<file path="src/rtl/sc_car_move_controller_pkg.sv">
// rtl/sc_car_move_controller_pkg.sv - shared state codes, shift codes and lane constants for the car move controller
package sc_car_move_controller_pkg;

    typedef enum logic [2:0] {
        IDLE     = 3'd0,
        LOAD     = 3'd1,
        RUN      = 3'd2,
        MOVE     = 3'd3,
        COOLDOWN = 3'd4,
        CRASHED  = 3'd5
    } car_state_t;

    localparam logic [1:0] SHIFT_HOLD  = 2'b00;
    localparam logic [1:0] SHIFT_LEFT  = 2'b01;
    localparam logic [1:0] SHIFT_RIGHT = 2'b10;

    localparam logic [7:0] LANE_LEFT_LIMIT  = 8'b01000000;
    localparam logic [7:0] LANE_RIGHT_LIMIT = 8'b00000010;
    localparam logic [7:0] LANE_CENTRE      = 8'b00010000;

endpackage

</file>
<file path="src/rtl/sc_car_move_controller_if.sv">
// rtl/sc_car_move_controller_if.sv - button, crash, car-register command and status bundle of the car move controller
interface sc_car_move_controller_if #(
    parameter int POS_WIDTH = 8
);
    logic                 SC_CARCTRL_start_InLow;
    logic                 SC_CARCTRL_left_InLow;
    logic                 SC_CARCTRL_right_InLow;
    logic                 SC_CARCTRL_crash_InHigh;
    logic [POS_WIDTH-1:0] SC_CARCTRL_position_InBus;
    logic                 SC_CARCTRL_clear_OutLow;
    logic                 SC_CARCTRL_load_OutLow;
    logic [1:0]           SC_CARCTRL_shift_OutBus;
    logic                 SC_CARCTRL_limit_OutHigh;
    logic [2:0]           SC_CARCTRL_state_OutBus;

    // master drives buttons/crash/position; slave is the controller
    modport master (
        output SC_CARCTRL_start_InLow, SC_CARCTRL_left_InLow, SC_CARCTRL_right_InLow,
               SC_CARCTRL_crash_InHigh, SC_CARCTRL_position_InBus,
        input  SC_CARCTRL_clear_OutLow, SC_CARCTRL_load_OutLow, SC_CARCTRL_shift_OutBus,
               SC_CARCTRL_limit_OutHigh, SC_CARCTRL_state_OutBus
    );

    modport slave (
        input  SC_CARCTRL_start_InLow, SC_CARCTRL_left_InLow, SC_CARCTRL_right_InLow,
               SC_CARCTRL_crash_InHigh, SC_CARCTRL_position_InBus,
        output SC_CARCTRL_clear_OutLow, SC_CARCTRL_load_OutLow, SC_CARCTRL_shift_OutBus,
               SC_CARCTRL_limit_OutHigh, SC_CARCTRL_state_OutBus
    );

endinterface

</file>
<file path="src/rtl/sc_button_sync_edge.sv">
// rtl/sc_button_sync_edge.sv - two-flop synchronizer with a one-cycle strobe on the press (falling) edge
module sc_button_sync_edge (
    input  logic SC_BTNSYNC_CLOCK_50,
    input  logic SC_BTNSYNC_RESET_InLow,
    input  logic SC_BTNSYNC_button_InLow,
    output logic SC_BTNSYNC_press_OutHigh
);

    logic buttonMeta;
    logic buttonSync;
    logic buttonPrev;

    // all flops release to 1 so a button held through reset still counts as one press
    always_ff @(posedge SC_BTNSYNC_CLOCK_50 or negedge SC_BTNSYNC_RESET_InLow) begin
        if (!SC_BTNSYNC_RESET_InLow) begin
            buttonMeta <= 1'b1;
            buttonSync <= 1'b1;
            buttonPrev <= 1'b1;
        end else begin
            buttonMeta <= SC_BTNSYNC_button_InLow;
            buttonSync <= buttonMeta;
            buttonPrev <= buttonSync;
        end
    end

    assign SC_BTNSYNC_press_OutHigh = buttonPrev & ~buttonSync;

endmodule

</file>
<file path="src/rtl/sc_car_move_controller.sv">
// rtl/sc_car_move_controller.sv - sequences clear/load/shift commands of the one-hot car position register
module sc_car_move_controller
    import sc_car_move_controller_pkg::*;
#(
    parameter int                   MOVE_COOLDOWN   = 12500000,
    parameter int                   CNT_WIDTH       = 24,
    parameter int                   POS_WIDTH       = 8,
    parameter logic [POS_WIDTH-1:0] POS_LEFT_LIMIT  = POS_WIDTH'(LANE_LEFT_LIMIT),
    parameter logic [POS_WIDTH-1:0] POS_RIGHT_LIMIT = POS_WIDTH'(LANE_RIGHT_LIMIT)
) (
    input  logic                    SC_CARCTRL_CLOCK_50,
    input  logic                    SC_CARCTRL_RESET_InLow,
    sc_car_move_controller_if.slave carBus
);

    logic startMeta;
    logic startSync;
    logic leftPress;
    logic rightPress;

    car_state_t           state;
    logic [1:0]           moveDir;
    logic                 limitHit;
    logic [CNT_WIDTH-1:0] cooldownCnt;

    always_ff @(posedge SC_CARCTRL_CLOCK_50 or negedge SC_CARCTRL_RESET_InLow) begin
        if (!SC_CARCTRL_RESET_InLow) begin
            startMeta <= 1'b1;
            startSync <= 1'b1;
        end else begin
            startMeta <= carBus.SC_CARCTRL_start_InLow;
            startSync <= startMeta;
        end
    end

    sc_button_sync_edge leftSync (
        .SC_BTNSYNC_CLOCK_50      (SC_CARCTRL_CLOCK_50),
        .SC_BTNSYNC_RESET_InLow   (SC_CARCTRL_RESET_InLow),
        .SC_BTNSYNC_button_InLow  (carBus.SC_CARCTRL_left_InLow),
        .SC_BTNSYNC_press_OutHigh (leftPress)
    );

    sc_button_sync_edge rightSync (
        .SC_BTNSYNC_CLOCK_50      (SC_CARCTRL_CLOCK_50),
        .SC_BTNSYNC_RESET_InLow   (SC_CARCTRL_RESET_InLow),
        .SC_BTNSYNC_button_InLow  (carBus.SC_CARCTRL_right_InLow),
        .SC_BTNSYNC_press_OutHigh (rightPress)
    );

    always_ff @(posedge SC_CARCTRL_CLOCK_50 or negedge SC_CARCTRL_RESET_InLow) begin
        if (!SC_CARCTRL_RESET_InLow) begin
            state       <= IDLE;
            moveDir     <= SHIFT_HOLD;
            limitHit    <= 1'b0;
            cooldownCnt <= '0;
        end else begin
            limitHit <= 1'b0;
            case (state)
                IDLE: begin
                    if (!startSync) state <= LOAD;
                end
                LOAD: begin
                    state <= RUN;
                end
                RUN: begin
                    // simultaneous presses cancel each other; start is ignored here
                    if (carBus.SC_CARCTRL_crash_InHigh) begin
                        state <= CRASHED;
                    end else if (leftPress && !rightPress) begin
                        if (carBus.SC_CARCTRL_position_InBus == POS_LEFT_LIMIT) begin
                            limitHit <= 1'b1;
                        end else begin
                            moveDir <= SHIFT_LEFT;
                            state   <= MOVE;
                        end
                    end else if (rightPress && !leftPress) begin
                        if (carBus.SC_CARCTRL_position_InBus == POS_RIGHT_LIMIT) begin
                            limitHit <= 1'b1;
                        end else begin
                            moveDir <= SHIFT_RIGHT;
                            state   <= MOVE;
                        end
                    end
                end
                MOVE: begin
                    if (carBus.SC_CARCTRL_crash_InHigh) begin
                        state <= CRASHED;
                    end else begin
                        state       <= COOLDOWN;
                        cooldownCnt <= CNT_WIDTH'(MOVE_COOLDOWN - 1);
                    end
                end
                COOLDOWN: begin
                    if (carBus.SC_CARCTRL_crash_InHigh) begin
                        state <= CRASHED;
                    end else if (cooldownCnt == '0) begin
                        state <= RUN;
                    end else begin
                        cooldownCnt <= cooldownCnt - 1'b1;
                    end
                end
                CRASHED: begin
                    if (!startSync) state <= LOAD;
                end
                default: begin
                    state <= IDLE;
                end
            endcase
        end
    end

    assign carBus.SC_CARCTRL_clear_OutLow  = (state != IDLE);
    assign carBus.SC_CARCTRL_load_OutLow   = (state != LOAD);
    assign carBus.SC_CARCTRL_shift_OutBus  = (state == MOVE) ? moveDir : SHIFT_HOLD;
    assign carBus.SC_CARCTRL_limit_OutHigh = limitHit;
    assign carBus.SC_CARCTRL_state_OutBus  = state;

endmodule

</file>
<file path="src/flat_wrapper.sv">
// flat-port wrapper written by rule: the top's interface ports become plain ports
module sc_car_move_controller_flat import sc_car_move_controller_pkg::*;
#(
    parameter int                   MOVE_COOLDOWN   = 12500000,
    parameter int                   CNT_WIDTH       = 24,
    parameter int                   POS_WIDTH       = 8,
    parameter logic [POS_WIDTH-1:0] POS_LEFT_LIMIT  = POS_WIDTH'(LANE_LEFT_LIMIT),
    parameter logic [POS_WIDTH-1:0] POS_RIGHT_LIMIT = POS_WIDTH'(LANE_RIGHT_LIMIT)
)
  (SC_CARCTRL_CLOCK_50, SC_CARCTRL_RESET_InLow, carBus_SC_CARCTRL_start_InLow, carBus_SC_CARCTRL_left_InLow, carBus_SC_CARCTRL_right_InLow, carBus_SC_CARCTRL_crash_InHigh, carBus_SC_CARCTRL_position_InBus, carBus_SC_CARCTRL_clear_OutLow, carBus_SC_CARCTRL_load_OutLow, carBus_SC_CARCTRL_shift_OutBus, carBus_SC_CARCTRL_limit_OutHigh, carBus_SC_CARCTRL_state_OutBus);
  sc_car_move_controller_if #(.POS_WIDTH(POS_WIDTH)) carBus_i ();
  input  logic SC_CARCTRL_CLOCK_50;
  input  logic SC_CARCTRL_RESET_InLow;
  input wire logic [$bits(carBus_i.SC_CARCTRL_start_InLow)-1:0] carBus_SC_CARCTRL_start_InLow;
  input wire logic [$bits(carBus_i.SC_CARCTRL_left_InLow)-1:0] carBus_SC_CARCTRL_left_InLow;
  input wire logic [$bits(carBus_i.SC_CARCTRL_right_InLow)-1:0] carBus_SC_CARCTRL_right_InLow;
  input wire logic [$bits(carBus_i.SC_CARCTRL_crash_InHigh)-1:0] carBus_SC_CARCTRL_crash_InHigh;
  input wire logic [$bits(carBus_i.SC_CARCTRL_position_InBus)-1:0] carBus_SC_CARCTRL_position_InBus;
  output wire logic [$bits(carBus_i.SC_CARCTRL_clear_OutLow)-1:0] carBus_SC_CARCTRL_clear_OutLow;
  output wire logic [$bits(carBus_i.SC_CARCTRL_load_OutLow)-1:0] carBus_SC_CARCTRL_load_OutLow;
  output wire logic [$bits(carBus_i.SC_CARCTRL_shift_OutBus)-1:0] carBus_SC_CARCTRL_shift_OutBus;
  output wire logic [$bits(carBus_i.SC_CARCTRL_limit_OutHigh)-1:0] carBus_SC_CARCTRL_limit_OutHigh;
  output wire logic [$bits(carBus_i.SC_CARCTRL_state_OutBus)-1:0] carBus_SC_CARCTRL_state_OutBus;
  assign carBus_i.SC_CARCTRL_start_InLow = carBus_SC_CARCTRL_start_InLow;
  assign carBus_i.SC_CARCTRL_left_InLow = carBus_SC_CARCTRL_left_InLow;
  assign carBus_i.SC_CARCTRL_right_InLow = carBus_SC_CARCTRL_right_InLow;
  assign carBus_i.SC_CARCTRL_crash_InHigh = carBus_SC_CARCTRL_crash_InHigh;
  assign carBus_i.SC_CARCTRL_position_InBus = carBus_SC_CARCTRL_position_InBus;
  assign carBus_SC_CARCTRL_clear_OutLow = carBus_i.SC_CARCTRL_clear_OutLow;
  assign carBus_SC_CARCTRL_load_OutLow = carBus_i.SC_CARCTRL_load_OutLow;
  assign carBus_SC_CARCTRL_shift_OutBus = carBus_i.SC_CARCTRL_shift_OutBus;
  assign carBus_SC_CARCTRL_limit_OutHigh = carBus_i.SC_CARCTRL_limit_OutHigh;
  assign carBus_SC_CARCTRL_state_OutBus = carBus_i.SC_CARCTRL_state_OutBus;
  sc_car_move_controller #(.MOVE_COOLDOWN(MOVE_COOLDOWN), .CNT_WIDTH(CNT_WIDTH), .POS_WIDTH(POS_WIDTH), .POS_LEFT_LIMIT(POS_LEFT_LIMIT), .POS_RIGHT_LIMIT(POS_RIGHT_LIMIT)) u_core (.SC_CARCTRL_CLOCK_50(SC_CARCTRL_CLOCK_50), .SC_CARCTRL_RESET_InLow(SC_CARCTRL_RESET_InLow), .carBus(carBus_i));
endmodule
</file>
<file path="config.mk">
export PLATFORM = sky130hd
export DESIGN_NAME = sc_car_move_controller_flat
export DESIGN_NICKNAME = d
export VERILOG_FILES = /design/src/rtl/sc_car_move_controller_pkg.sv /design/src/rtl/sc_car_move_controller_if.sv /design/src/rtl/sc_button_sync_edge.sv /design/src/rtl/sc_car_move_controller.sv /design/src/flat_wrapper.sv
export SDC_FILE = /design/constraint.sdc
export NUM_CORES = 1
export LEC_CHECK = 0
export ABC_AREA = 1
export BUFFER_PORTS_ARGS = -buffer_cell sky130_fd_sc_hd__buf_2
export CORE_MARGIN = 2
export CORE_UTILIZATION = 60
export CTS_CLUSTER_SIZE = 25
export DETAILED_ROUTE_END_ITERATION = 8
export PLACE_DENSITY = 0.85
export SYNTH_ARGS = -nofsm -noshare
export SYNTH_HDL_FRONTEND = slang
export SYNTH_HIERARCHICAL = 1
export SYNTH_SLANG_ARGS = --single-unit
</file>
<file path="constraint.sdc">
create_clock -name SC_CARCTRL_CLOCK_50 -period 2.1 [get_ports SC_CARCTRL_CLOCK_50]
set_input_delay 0.21 -clock SC_CARCTRL_CLOCK_50 [delete_from_list [all_inputs] [get_ports SC_CARCTRL_CLOCK_50]]
set_output_delay 0.21 -clock SC_CARCTRL_CLOCK_50 [all_outputs]
set_load 0.01 [all_outputs]
</file>
==> metrics <==
Post-Syn Area 0.002507 mm2; # resized after CTS 0; First DRT Iteration DRCs 163; synthesized flop and latch total 38; syn_area_per_cell 7.164 um2; core area 0.004000 mm2; global-route wire length before repair 8769 um; status complete, no violations; Ys Warns 6; Critical Path Start u_core/cooldownCnt[0]; post-route antenna net violation count 0; post-CTS setup buffer count 0; Die Wd 68.65 um; RSZ-0062 raised after global routing false; die footprint 0.004712 mm2; largest net degree at the start of global routing 39; routed wl met2 2482 um; drt wl/cell 12.33 um; final instance area 0.002718 mm2; Crit. End Element flop; Leak 1.343 nW; DP HPWL 3786 um; Mapped Cells 350; slew margin rel. 0.4328; drt total wl 5230 um; Worst-path clk slew 70 ps; CTS max path bufs 2; reg2reg path depth 9; reg-to-reg slack, setup 170 ps; input/output buffers 21; top cells by area, synth dfrtp_1 30%, nand2_1 14%, nand3_1 11%, dfstp_2 8.4%, nor2_1 6.7%; setup TNS 0 ps; Req. time, crit path 2310 ps; WP data arrival 2140 ps; placed cells 416; initial core utilization 0.6268; Seq/Total Area, Yosys 0.3832; DRC 0; Peak Freq 0.5171 GHz; Worst Min Path Start carBus_SC_CARCTRL_start_InLow; Mapped Nets 368; Min-Delay Path Depth 1; Overflow after GRT 0; Startpoint Class flop; vias in the first global route 2056; reg-to-reg critical path endpoint u_core/cooldownCnt[1]; Nets 391; CTS buffer count 5; GP Congestion 0.8921; worst vdd ir 0.5734 mV; Final Slew Violations 0; crit path kind reg -> reg; Power Density 1225 mW/mm2; Placement Cell Area 0.002626 mm2; HP Class in -> reg; DRT Pass-1 Iters 4; Netlist cell types 30; layout overhead on the synthesized area 8.383%; Hold Path Sink u_core/startMeta; antenna cell count 0; I/O pin count 22; Rows 23; Clock Skew 6.582 ps; # clock sinks 38; Yosys top cell area share 0.2994; minimum clock period 1934 ps; GR Util All Layers 0.2498; initial antenna violation count 0; number of vias per cell 5.432; CTS HTree Levels 2; final hold violation count 0; Critical Path Fanout Max 31; clock tree from TritonCTS built; vias 2303; final critical-path share of the clock period 0.9208; non-filler cells, final 424; Max Cap Viol 0; die height 68.65 um; largest area contributor in the netlist dfrtp_1; clk_lat worst skew 290 ps; met3 wire len 385 um; worst slew pin tran 850.8 ps; final setup fails 0; Worst R2R Start u_core/cooldownCnt[0]; Hold-fix buffers, CTS 0; WL met1 2284 um; share of layout cells above drive strength 1 0.2059; uppermost routed layer met4; root buf cell clkbuf_8
==> logic make-up after synthesis <==
group                    Yosys count  synth area share
AO/OA/AOI/OAI                     20           0.05390
flip-flops                        38            0.3832
AND/OR/NAND/NOR                  234            0.4336
buffers and inverters             48           0.08832
XOR/XNOR                           6           0.02096
adder cells (fa/ha/maj)            4           0.01996
==> where the power goes <==
part / switching, mW / internal [mW] / leakage, nW
logic: 0.995 / 0.548 / 0.839
registers: 0.294 / 0.988 / 0.456
clock network: 0.240 / 0.264 / 0.0482
total: 1.53 / 1.80 / 1.34
==> stage by stage <==
stage | hold WS (ps) | power, mW | utilization | worst slack (ps)
finish | 17.87 | 3.328 | 0.6794 | 166.3
global route | 6.448 | 3.630 | 0.6794 | 0.04508
CTS | 14.80 | 3.336 | 0.6794 | 171.3
detailed placement | 316.6 | 2.814 | 0.6566 | 190.5
global placement | 314.7 | 2.762 | 0.6566 | 243.3
floorplan | -85.59 | 2.472 | - | 474.8
==> cell type report <==
class                      count  area (um2)
clock buffer                   7       86.33
timing repair buffer          24       127.6
inverter                      40       150.1
tap                           50       62.56
clock inverter                 1       5.005
multi-input combinational    264        1325
sequential                    38       960.9
fill                         325        1282
==> state kept, by name, indices dropped and copies added (netlist names) <==
name / cells
u_core/carBus.SC_CARCTRL_limit_OutHigh: 1
u_core/carBus.SC_CARCTRL_state_OutBus: 3
u_core/cooldownCnt: 24
u_core/leftSync/buttonMeta: 1
u_core/leftSync/buttonPrev: 1
u_core/leftSync/buttonSync: 1
u_core/moveDir: 2
u_core/rightSync/buttonMeta: 1
u_core/rightSync/buttonPrev: 1
u_core/rightSync/buttonSync: 1
u_core/startMeta: 1
u_core/startSync: 1
==> worst max-delay path by stage <==
stage	slack [ps]	endpoint
finish	170	u_core/cooldownCnt[1]
global route	0.05	u_core/cooldownCnt[1]
detailed placement	190	u_core/cooldownCnt[1]
CTS	170	u_core/cooldownCnt[1]
global placement	240	u_core/cooldownCnt[1]
floorplan	470	u_core/carBus.SC_CARCTRL_state_OutBus[0]
==> routing by layer <==
layer | vias to the layer above | GRT usage
met5 | - | 0
met4 | 0 | 0.08500
met3 | 9 | 0.05519
met2 | 86 | 0.4243
met1 | 1042 | 0.3126
li1 | 1166 | -
==> critical path, stage by stage, from the launching register on <==
cell	delay, ps
dfrtp_1	420
inv_2	110
ha_1	200
nand2_1	60
nor2_1	40
nand3_1	100
nand3_2	260
nand2_4	460
nand2_1	120
o21ai_2	70
==> cells in the final DEF, fill, tap and decap left out, types with 3 or more instances in the layout <==
master	n
a21oi_1	4
buf_2	21
buf_4	3
clkbuf_8	6
dfrtp_1	30
dfstp_2	8
ha_1	4
inv_1	39
nand2_1	91
nand2_2	8
nand3_1	56
nand3_2	4
nand3b_1	3
nand4_1	6
nor2_1	45
nor2_2	13
o21ai_0	6
o21ai_2	8
xor2_1	5
==> synth_stat cells <==
master / number
a21oi_1: 4
buf_4: 2
buf_6: 4
clkbuf_1: 1
clkbuf_4: 1
dfrtp_1: 30
dfstp_2: 8
ha_1: 4
inv_1: 39
inv_2: 1
nand2_1: 91
nand2_2: 8
nand2_4: 1
nand3_1: 56
nand3_2: 4
nand3b_1: 3
nand4_1: 6
nor2_1: 45
nor2_2: 13
nor2_4: 1
nor3_1: 2
nor3_2: 2
o211ai_1: 1
o21a_1: 1
o21ai_0: 6
o21ai_2: 8
or2_0: 1
or2_1: 1
xnor2_1: 1
xor2_1: 5
No activity file was read; power rests on OpenSTA's default activity.
